`config.mk`:
```
export PLATFORM = sky130hd
export DESIGN_NAME = keypad_id_buffer_flat
export DESIGN_NICKNAME = d
export VERILOG_FILES = /design/src/rtl/keypad_id_buffer_if.sv /design/src/rtl/keypad_id_buffer.sv /design/src/flat_wrapper.sv
export SDC_FILE = /design/constraint.sdc
export NUM_CORES = 1
export LEC_CHECK = 0
export ABC_AREA = 1
export CORE_MARGIN = 1.5
export CORE_UTILIZATION = 25
export CTS_CLUSTER_DIAMETER = 150
export CTS_CLUSTER_SIZE = 8
export DETAILED_ROUTE_END_ITERATION = 10
export HOLD_SLACK_MARGIN = 0.03
export MAX_ROUTING_LAYER = met4
export SLEW_MARGIN = 0
export SYNTH_ARGS = -nofsm -noshare
export SYNTH_HDL_FRONTEND = slang
export SYNTH_SLANG_ARGS = --single-unit
```
`constraint.sdc`:
```
create_clock -name clk -period 2.63 [get_ports clk]
set_clock_uncertainty 0.15 [all_clocks]
set_input_delay 0.6575 -clock clk [delete_from_list [all_inputs] [get_ports clk]]
set_output_delay 0.6575 -clock clk [all_outputs]
set_load 0.05 [all_outputs]
```
`src/rtl/keypad_id_buffer_if.sv`:
```
// Keypad-to-comparator bus: scanner strobes in, accumulated ID and status out.
interface keypad_id_buffer_if #(
    parameter int unsigned DIGITS = 10
);
    logic                  key_valid;
    logic [3:0]            key_code;
    logic [4*DIGITS-1:0]   registro;
    logic [3:0]            digit_count;
    logic                  entry_ready;
    logic                  entry_done;
    logic                  entry_error;
    logic                  timeout;

    // Scanner / comparison-stage side
    modport master (
        output key_valid, key_code,
        input  registro, digit_count, entry_ready, entry_done, entry_error, timeout
    );

    // ID buffer side
    modport slave (
        input  key_valid, key_code,
        output registro, digit_count, entry_ready, entry_done, entry_error, timeout
    );
endinterface

```
`src/rtl/keypad_id_buffer.sv`:
```
// Accumulates keypad digits into a BCD identity, with clear/enter keys and inactivity timeout.
module keypad_id_buffer #(
    parameter int unsigned DIGITS         = 10,
    parameter int unsigned TIMEOUT_CYCLES = 500000000,
    parameter int unsigned TMR_W          = 29
) (
    input  logic                clk,
    input  logic                rst,
    keypad_id_buffer_if.slave   bus
);
    localparam int unsigned      RW         = 4 * DIGITS;
    localparam logic [TMR_W-1:0] TMR_LAST   = TMR_W'(TIMEOUT_CYCLES - 1);
    localparam logic [3:0]       CNT_LAST   = 4'(DIGITS - 1);
    localparam logic [3:0]       CODE_CLEAR = 4'hA;
    localparam logic [3:0]       CODE_ENTER = 4'hB;

    typedef enum logic [1:0] {
        IDLE  = 2'd0,
        ENTRY = 2'd1,
        FULL  = 2'd2,
        DONE  = 2'd3
    } state_t;

    state_t            state_q, state_d;
    logic [RW-1:0]     registro_q, registro_d;
    logic [3:0]        count_q, count_d;
    logic              ready_q, ready_d;
    logic              done_q, done_d;
    logic              error_q, error_d;
    logic              timeout_q, timeout_d;
    logic [TMR_W-1:0]  timer_q, timer_d;

    logic              is_digit, is_clear, is_enter, key_hit, timed, expire;
    logic [RW-1:0]     shifted;

    // Key decode; unused codes 0xC-0xF never count as a press
    assign is_digit = bus.key_valid && (bus.key_code <= 4'd9);
    assign is_clear = bus.key_valid && (bus.key_code == CODE_CLEAR);
    assign is_enter = bus.key_valid && (bus.key_code == CODE_ENTER);
    assign key_hit  = is_digit || is_clear || is_enter;
    assign timed    = (state_q == ENTRY) || (state_q == FULL);
    // A key arriving on the terminal count wins over the timeout
    assign expire   = timed && !key_hit && (timer_q == TMR_LAST);
    // Truncation drops the oldest nibble and appends the new digit at the LS end
    assign shifted  = RW'({registro_q, bus.key_code});

    // State and datapath registers
    always_ff @(posedge clk) begin
        if (!rst) begin
            state_q    <= IDLE;
            registro_q <= '0;
            count_q    <= '0;
            ready_q    <= 1'b0;
            done_q     <= 1'b0;
            error_q    <= 1'b0;
            timeout_q  <= 1'b0;
            timer_q    <= '0;
        end else begin
            state_q    <= state_d;
            registro_q <= registro_d;
            count_q    <= count_d;
            ready_q    <= ready_d;
            done_q     <= done_d;
            error_q    <= error_d;
            timeout_q  <= timeout_d;
            timer_q    <= timer_d;
        end
    end

    // Next-state logic
    always_comb begin
        state_d = state_q;
        case (state_q)
            IDLE: begin
                if (is_digit) state_d = (DIGITS == 1) ? FULL : ENTRY;
            end
            ENTRY: begin
                if (is_digit && (count_q == CNT_LAST)) state_d = FULL;
                else if (is_clear || expire)           state_d = IDLE;
            end
            FULL: begin
                if (is_enter)                 state_d = DONE;
                else if (is_clear || expire)  state_d = IDLE;
            end
            DONE: begin
                if (is_clear)      state_d = IDLE;
                else if (is_digit) state_d = (DIGITS == 1) ? FULL : ENTRY;
            end
            default: state_d = IDLE;
        endcase
    end

    // Next values of the registered outputs and the inactivity timer
    always_comb begin
        registro_d = registro_q;
        count_d    = count_q;
        done_d     = 1'b0;
        error_d    = 1'b0;
        timeout_d  = 1'b0;
        ready_d    = (state_d == DONE);
        timer_d    = '0;

        case (state_q)
            IDLE: begin
                if (is_digit) begin
                    registro_d = shifted;
                    count_d    = 4'(count_q + 4'd1);
                end else if (is_enter) begin
                    error_d = 1'b1;
                end
            end
            ENTRY: begin
                if (is_digit) begin
                    registro_d = shifted;
                    count_d    = 4'(count_q + 4'd1);
                end else if (is_clear || expire) begin
                    registro_d = '0;
                    count_d    = '0;
                    timeout_d  = expire;
                end else if (is_enter) begin
                    error_d = 1'b1;
                end
            end
            FULL: begin
                if (is_digit) begin
                    error_d = 1'b1;
                end else if (is_enter) begin
                    done_d = 1'b1;
                end else if (is_clear || expire) begin
                    registro_d = '0;
                    count_d    = '0;
                    timeout_d  = expire;
                end
            end
            DONE: begin
                if (is_clear) begin
                    registro_d = '0;
                    count_d    = '0;
                end else if (is_digit) begin
                    registro_d = RW'(bus.key_code);
                    count_d    = 4'd1;
                end
            end
            default: begin
                registro_d = '0;
                count_d    = '0;
            end
        endcase

        if (timed && (state_d == state_q) && !key_hit) begin
            timer_d = TMR_W'(timer_q + 1'b1);
        end
    end

    assign bus.registro    = registro_q;
    assign bus.digit_count = count_q;
    assign bus.entry_ready = ready_q;
    assign bus.entry_done  = done_q;
    assign bus.entry_error = error_q;
    assign bus.timeout     = timeout_q;
endmodule

```
`src/flat_wrapper.sv`:
```
// flat-port wrapper written by rule: the top's interface ports become plain ports
module keypad_id_buffer_flat 
#(
    parameter int unsigned DIGITS         = 10,
    parameter int unsigned TIMEOUT_CYCLES = 500000000,
    parameter int unsigned TMR_W          = 29
)
  (clk, rst, bus_key_valid, bus_key_code, bus_registro, bus_digit_count, bus_entry_ready, bus_entry_done, bus_entry_error, bus_timeout);
  keypad_id_buffer_if #(.DIGITS(DIGITS)) bus_i ();
  input  logic clk;
  input  logic rst;
  input wire logic [$bits(bus_i.key_valid)-1:0] bus_key_valid;
  input wire logic [$bits(bus_i.key_code)-1:0] bus_key_code;
  output wire logic [$bits(bus_i.registro)-1:0] bus_registro;
  output wire logic [$bits(bus_i.digit_count)-1:0] bus_digit_count;
  output wire logic [$bits(bus_i.entry_ready)-1:0] bus_entry_ready;
  output wire logic [$bits(bus_i.entry_done)-1:0] bus_entry_done;
  output wire logic [$bits(bus_i.entry_error)-1:0] bus_entry_error;
  output wire logic [$bits(bus_i.timeout)-1:0] bus_timeout;
  assign bus_i.key_valid = bus_key_valid;
  assign bus_i.key_code = bus_key_code;
  assign bus_registro = bus_i.registro;
  assign bus_digit_count = bus_i.digit_count;
  assign bus_entry_ready = bus_i.entry_ready;
  assign bus_entry_done = bus_i.entry_done;
  assign bus_entry_error = bus_i.entry_error;
  assign bus_timeout = bus_i.timeout;
  keypad_id_buffer #(.DIGITS(DIGITS), .TIMEOUT_CYCLES(TIMEOUT_CYCLES), .TMR_W(TMR_W)) u_core (.clk(clk), .rst(rst), .bus(bus_i));
endmodule
```
Word level (Yosys, flattened, before mapping)
Index checks and enable logic that the tools add are counted.
{ "classes": {"bitwise": 0, "div_mod_pow": 0, "multipliers": 0, "reduce_logical": 17, "n_addsub": 2, "n_mux": 33, "magnitude_cmp": 1, "n_eq_ne": 13, "shifts": 0} }
{ "op_table": {"columns": ["operator", "count"], "rows": [
  ["2-to-1 mux 40 bit", 7],
  ["one-hot mux 40 bit (4 select lines)", 1],
  ["adder 29 x 1 -> 29 bit, second input constant", 1],
  ["equality test 29 bit, second input constant", 1],
  ["2-to-1 mux 4 bit", 7],
  ["one-hot mux 4 bit (4 select lines)", 1],
  ["equality test 4 bit, second input constant", 3],
  ["2-to-1 mux 2 bit", 5],
  ["2-to-1 mux 1 bit", 9],
  ["logical AND 1 bit", 8],
  ["one-hot mux 2 bit (4 select lines)", 1],
  ["equality test 2 bit, second input constant", 3],
  ["adder 4 x 1 -> 4 bit, second input constant", 1],
  ["less-or-equal comparator 4 bit, second input constant", 1],
  ["logical OR 1 bit", 4],
  ["!= test 2 bit, second input constant", 2],
  ["AND reduction 2 bit", 2],
  ["AND reduction 4 bit", 1],
  ["!= test 3 x 1 -> 1 bit, second input constant", 1],
  ["one-hot mux 1 bit (3 select lines)", 1],
  ["equality test 2 x 1 -> 1 bit, second input constant", 1],
  ["equality test 2 bit", 1],
  ["logical NOT 2 bit", 1],
  ["!= test 2 x 1 -> 1 bit, second input constant", 1],
  ["2 further kinds", 2]
]} }
{ "word_totals": {"romBits": 0, "latchBits": 0, "wordCells": 74, "inputBits": 7, "reg_bits": 79, "n_memories": 0, "output_inout_bits": 48, "mem_bits_rw": 0} }

Depth between registers and ports, before layout
{ "logic_depth": {"word_depth": 15, "ltp_mapped": 15, "ltp_nobuf": 13} }

Worst setup path after synthesis
No wires, ideal clock.
{ "synth_timing": {"kind": "reg2reg", "from": "register u_core.state_q[1]", "to": "register u_core.registro_q[22], in the netlist u_core.bus.registro[22]", "required_time_ns": 2.348, "setup_slack_ns": 0.570, "n_path_buf": 1, "path_stages_with_launch": 12, "setup_ns": 0.132, "arrival_time_ns": 1.778, "period_less_slack_ns": 2.060, "path_cell_list": "dfxtp_1 -> inv_1 -> ha_1 -> a21boi_1 -> nand3_1 -> nor2_1 -> nor2_1 -> nand3_1 -> clkbuf_1 -> o21ai_0 -> nand2_1 -> a21oi_1"} }
{ "synth_via": {"elab_chain_len": 9, "word_cells_on_any_way": 18, "cone_classes": "7 x eq/ne; 5 x mux; 6 x reduce/logical"} }
{ "synth_rtl": {"columns": ["element", "line_no", "text"], "rows": [
  ["start: declaration", "keypad_id_buffer.sv:24", "state_t state_q, state_d;"],
  ["start signal: assignment", "keypad_id_buffer.sv:59", "state_q <= state_d;"],
  ["equality test 2 x 1 -> 1 bit / equality test 2 bit (equally long branches)", "keypad_id_buffer.sv:41, keypad_id_buffer.sv:103", null],
  ["logical OR 1 bit", "keypad_id_buffer.sv:41", "assign timed = (state_q == ENTRY) || (state_q == FULL);"],
  ["logical AND 1 bit (2 in a row)", "keypad_id_buffer.sv:43", "assign expire = timed && !key_hit && (timer_q == TMR_LAST);"],
  ["logical OR 1 bit", "keypad_id_buffer.sv:116, keypad_id_buffer.sv:129", null],
  ["2-to-1 mux 40 bit (3 in a row)", null, null],
  ["one-hot mux 40 bit (4 select lines)", "keypad_id_buffer.sv:103", "case (state_q)"],
  ["end signal: assignment", "keypad_id_buffer.sv:60", "registro_q <= registro_d;"],
  ["end: declaration", "keypad_id_buffer.sv:25", "logic [RW-1:0] registro_q, registro_d;"]
]} }
Parallel ways exist; a longest one is shown, timed or not. The select of a mux whose other input is x is not followed.
A chain may end at the register's enable or synchronous reset.

Worst setup path in the final report
{ "layout_timing": {"from": "input port bus_key_code[2]", "to": "register u_core.registro_q[21], in the netlist u_core.bus.registro[21]"} }
{ "layout_via": {"elab_chain_len": 12, "word_cells_on_any_way": 23, "cone_classes": "1 x order compare; 6 x eq/ne; 6 x mux; 10 x reduce/logical"} }
{ "layout_rtl": {"columns": ["element", "line_no", "text"], "rows": [
  ["start: declaration", "flat_wrapper.sv:13", "input wire logic [$bits(bus_i.key_code)-1:0] bus_key_code;"],
  ["less-or-equal comparator 4 bit / equality test 4 bit (equally long branches)", "keypad_id_buffer.sv:37, keypad_id_buffer.sv:38", null],
  ["logical AND 1 bit (on tied branches)", "keypad_id_buffer.sv:37, keypad_id_buffer.sv:38", null],
  ["logical OR 1 bit (2 in a row)", "keypad_id_buffer.sv:40", "assign key_hit = is_digit || is_clear || is_enter;"],
  ["logical NOT 1 bit", "keypad_id_buffer.sv:43", null],
  ["logical AND 1 bit (2 in a row)", "keypad_id_buffer.sv:43", null],
  ["logical OR 1 bit", "keypad_id_buffer.sv:116, keypad_id_buffer.sv:129", null],
  ["2-to-1 mux 40 bit (3 in a row)", null, null],
  ["one-hot mux 40 bit (4 select lines)", "keypad_id_buffer.sv:103", null]
]} }
Parallel ways exist; a longest one is shown, timed or not. The select of a mux whose other input is x is not followed.

==> impl_metrics.ini <==
[placed_design]
dp_cells = 858
gp_congestion = 0.830
portBuffers = 54
dp.final_hpwl_um = 7050

[clock_tree]
cts_tree = yes
htree_levels = 3
clockBufferDepth = 2
cts_sinks = 79
clock_latency_ns = 0.34
cts_hold_buf = 0
clockRootBuffer = clkbuf_16
clkTransAtPathRegs_ns = 0.06
cts_inserted_buffers = 9

[min_path]
min_to = u_core.bus.registro[36]
hp-start = u_core.bus.registro[36]
min_path_type = reg -> reg
hold_depth = 2

[drt]
ant_nets = 0
vias = 3781
drt_first_iter_violations = 215
vias_per_cell = 4.33
first_pass_iters = 4
routedWlPerCell_um = 11.5
drc = 0
wirelength_um = 10100

[grt]
antenna_found_initial = 0
grt_max_degree = 44
grt_pass1_vias = 3499
grt-ovfl-total = 0
grt_pass1_wl_um = 16900
track_usage_pct = 12.8

[die]
core_um2 = 15900
initial_utilization_pct = 25.6
boundaryPins = 55
dieArea_um2 = 17100
placementRows = 46
fp.dieW_um = 131
die_y_um = 131

[cells_and_area]
nets = 668
layout_commonest_cell = nand2_1
utilization_pct = 33.7
multi_input_area_um2 = 2160
layout_common_cells = nand2_1 (133), nor2_1 (88), dfxtp_1 (79), clkdlybuf4s50_1 (54), inv_1 (47)
n_fill_cell = 1722
diodes = 0
seqCellArea_um2 = 1580
drive_above_1_share_pct = 12.9
syn_to_final_growth_pct = 31.5
final_cells = 874

[worst_setup_path]
cp_cell_sequence = clkdlybuf4s50_1 > nand2_1 > buf_4 > nand3_2 > inv_1 > a21oi_1 > nand2_2 > a21oi_2 > buf_12 > nand2_1 > a21oi_1
worst-setup-path-type = in -> reg
reg2regPathDepth = 10
slowest_stage = clkdlybuf4s50_1
worstSetupEndpointType = register
r2r_slack_ns = 0.34
slowest_delay_ns = 0.58
r2r_start = u_core.timer_q[0]
crit_start = bus_key_code[2]
crit_required_ns = 2.75
crit_arrival_ns = 2.59
r2r_end = u_core.timer_q[26]
critPathMaxFanout = 33
worstSetupStartpointType = input port

[pwr]
power.density_nw_per_um2 = 559
leakage_nw = 1.83
ir_worst_vdd_uv = 217
total_power_mw = 2.99

[sta]
clock.fmax_mhz = 405
worst_slew_pin_slew_ns = 0.526
setup_viol = 0
slew_headroom_pct = 64.8
post-route-period-util_pct = 93.9
drv_slew = 0
hold_viol_final = 0
period_minus_slack_ns = 2.47
hold_slack_ns = 0.313
rsz0062_at_grt = no

[synth]
async_flop_share_pct = 0
avgSynthCellArea_um2 = 7.03
ys_ff_latch = 79
synthCells = 579
synth_edf_count = 0
ys.flop_type = dfxtp_1
synthesis.nets = 594
yosysSeqAreaShare_pct = 38.8
synth_area_um2 = 4070
synth.distinct_cells = 36
ys.warnings.count = 0

[outcome]
status = completed

[job]
cap_violations = 0
-- synthesized netlist by cell type (7+ instances only) --
master	number	area share (%)
nand2_1	133	12
nor2_1	88	8.1
dfxtp_1	79	39
inv_1	47	4.3
a21oi_1	46	5.7
o21ai_0	39	4.8
xor2_1	20	4.3
nand3_1	19	2.3
clkbuf_1	12	1.1
nand4_1	11	1.7
nor2_4	11	3.0
ha_1	8	2.5
o21ai_1	7	0.86
-- sequential cells by signal (all words and copies together), names as in the netlist --
signal                  count
u_core.bus.entry_error      1
u_core.bus.entry_ready      1
u_core.bus.entry_done       1
u_core.state_q              2
u_core.bus.digit_count      4
u_core.bus.timeout          1
u_core.timer_q             29
u_core.bus.registro        40
-- timing repair --
action	4_1_cts	5_1_grt
endpoints found under the setup margin	0	3
buffers inserted	0	0
resized for setup	0	2
-- stage by stage --
step,cell area [µm²],setup slack (ns),setup TNS (ns)
floorplan,4070,0.570,0
global placement,5030,-0.155,-8.68
finish,5360,0.161,0
detailed placement,5030,-0.170,-9.95
CTS,5350,0.162,0
global route,5360,0.0265,0
-- cell type report --
class                   instances  share of cell area (%)
flip-flops and latches         79                    29.5
well taps                     216                    5.05
clock inverters                 6                    1.73
repair buffers                 86                    15.3
inverters                      53                    3.71
clock buffers                  10                    4.28
multi-input cells             424                    40.4
-- worst max-delay path, delay by kind of cell --
kind | cells | cell delay [ns]
and+or+nand+nor | 4 | 0.38
AOI/OAI and AO/OA | 3 | 0.51
buffers and inverters | 4 | 1.03
-- routing by layer --
metal	wire length (µm)	vias to the layer above	track usage (%)	share of wire, %
met4	208	0	6.01	2.1
li1	-	2004	-	-
met1	5200	1713	17.6	52
met3	307	13	1.95	3.1
met5	0	-	-	0
met2	4340	51	18.2	43
-- power breakdown --
part / leakage [nW] / switching (mW) / internal, mW
Sequential: 0.638 / 0.0212 / 1.21
Clock: 0.150 / 0.516 / 0.838
Combinational: 1.04 / 0.260 / 0.146
Total: 1.83 / 0.798 / 2.20
-- cells by family (layout without fill, tap and decap cells) --
logic type,count (synthesis),in the layout,share of synthesized area [%]
buffers and inverters,76,155,8.08
and+or+nand+nor,289,289,32.0
adders and majority gates,8,8,2.46
DFF,79,79,38.8
AOI/OAI and AO/OA,102,102,13.2
xor gates and xnor gates,25,25,5.38
-- worst max path at each step --
stage / end / slack [ns] / depth (start not counted)
after floorplan: u_core.bus.registro[22] / 0.57 / 11
after global placement: u_core.timer_q[14] / -0.16 / 14
after detailed placement: u_core.timer_q[14] / -0.17 / 14
after CTS: bus_digit_count[0] / 0.16 / 1
after global routing: u_core.bus.registro[13] / 0.03 / 11
final: u_core.bus.registro[21] / 0.16 / 11
No activity file was read; power rests on OpenSTA's default activity.
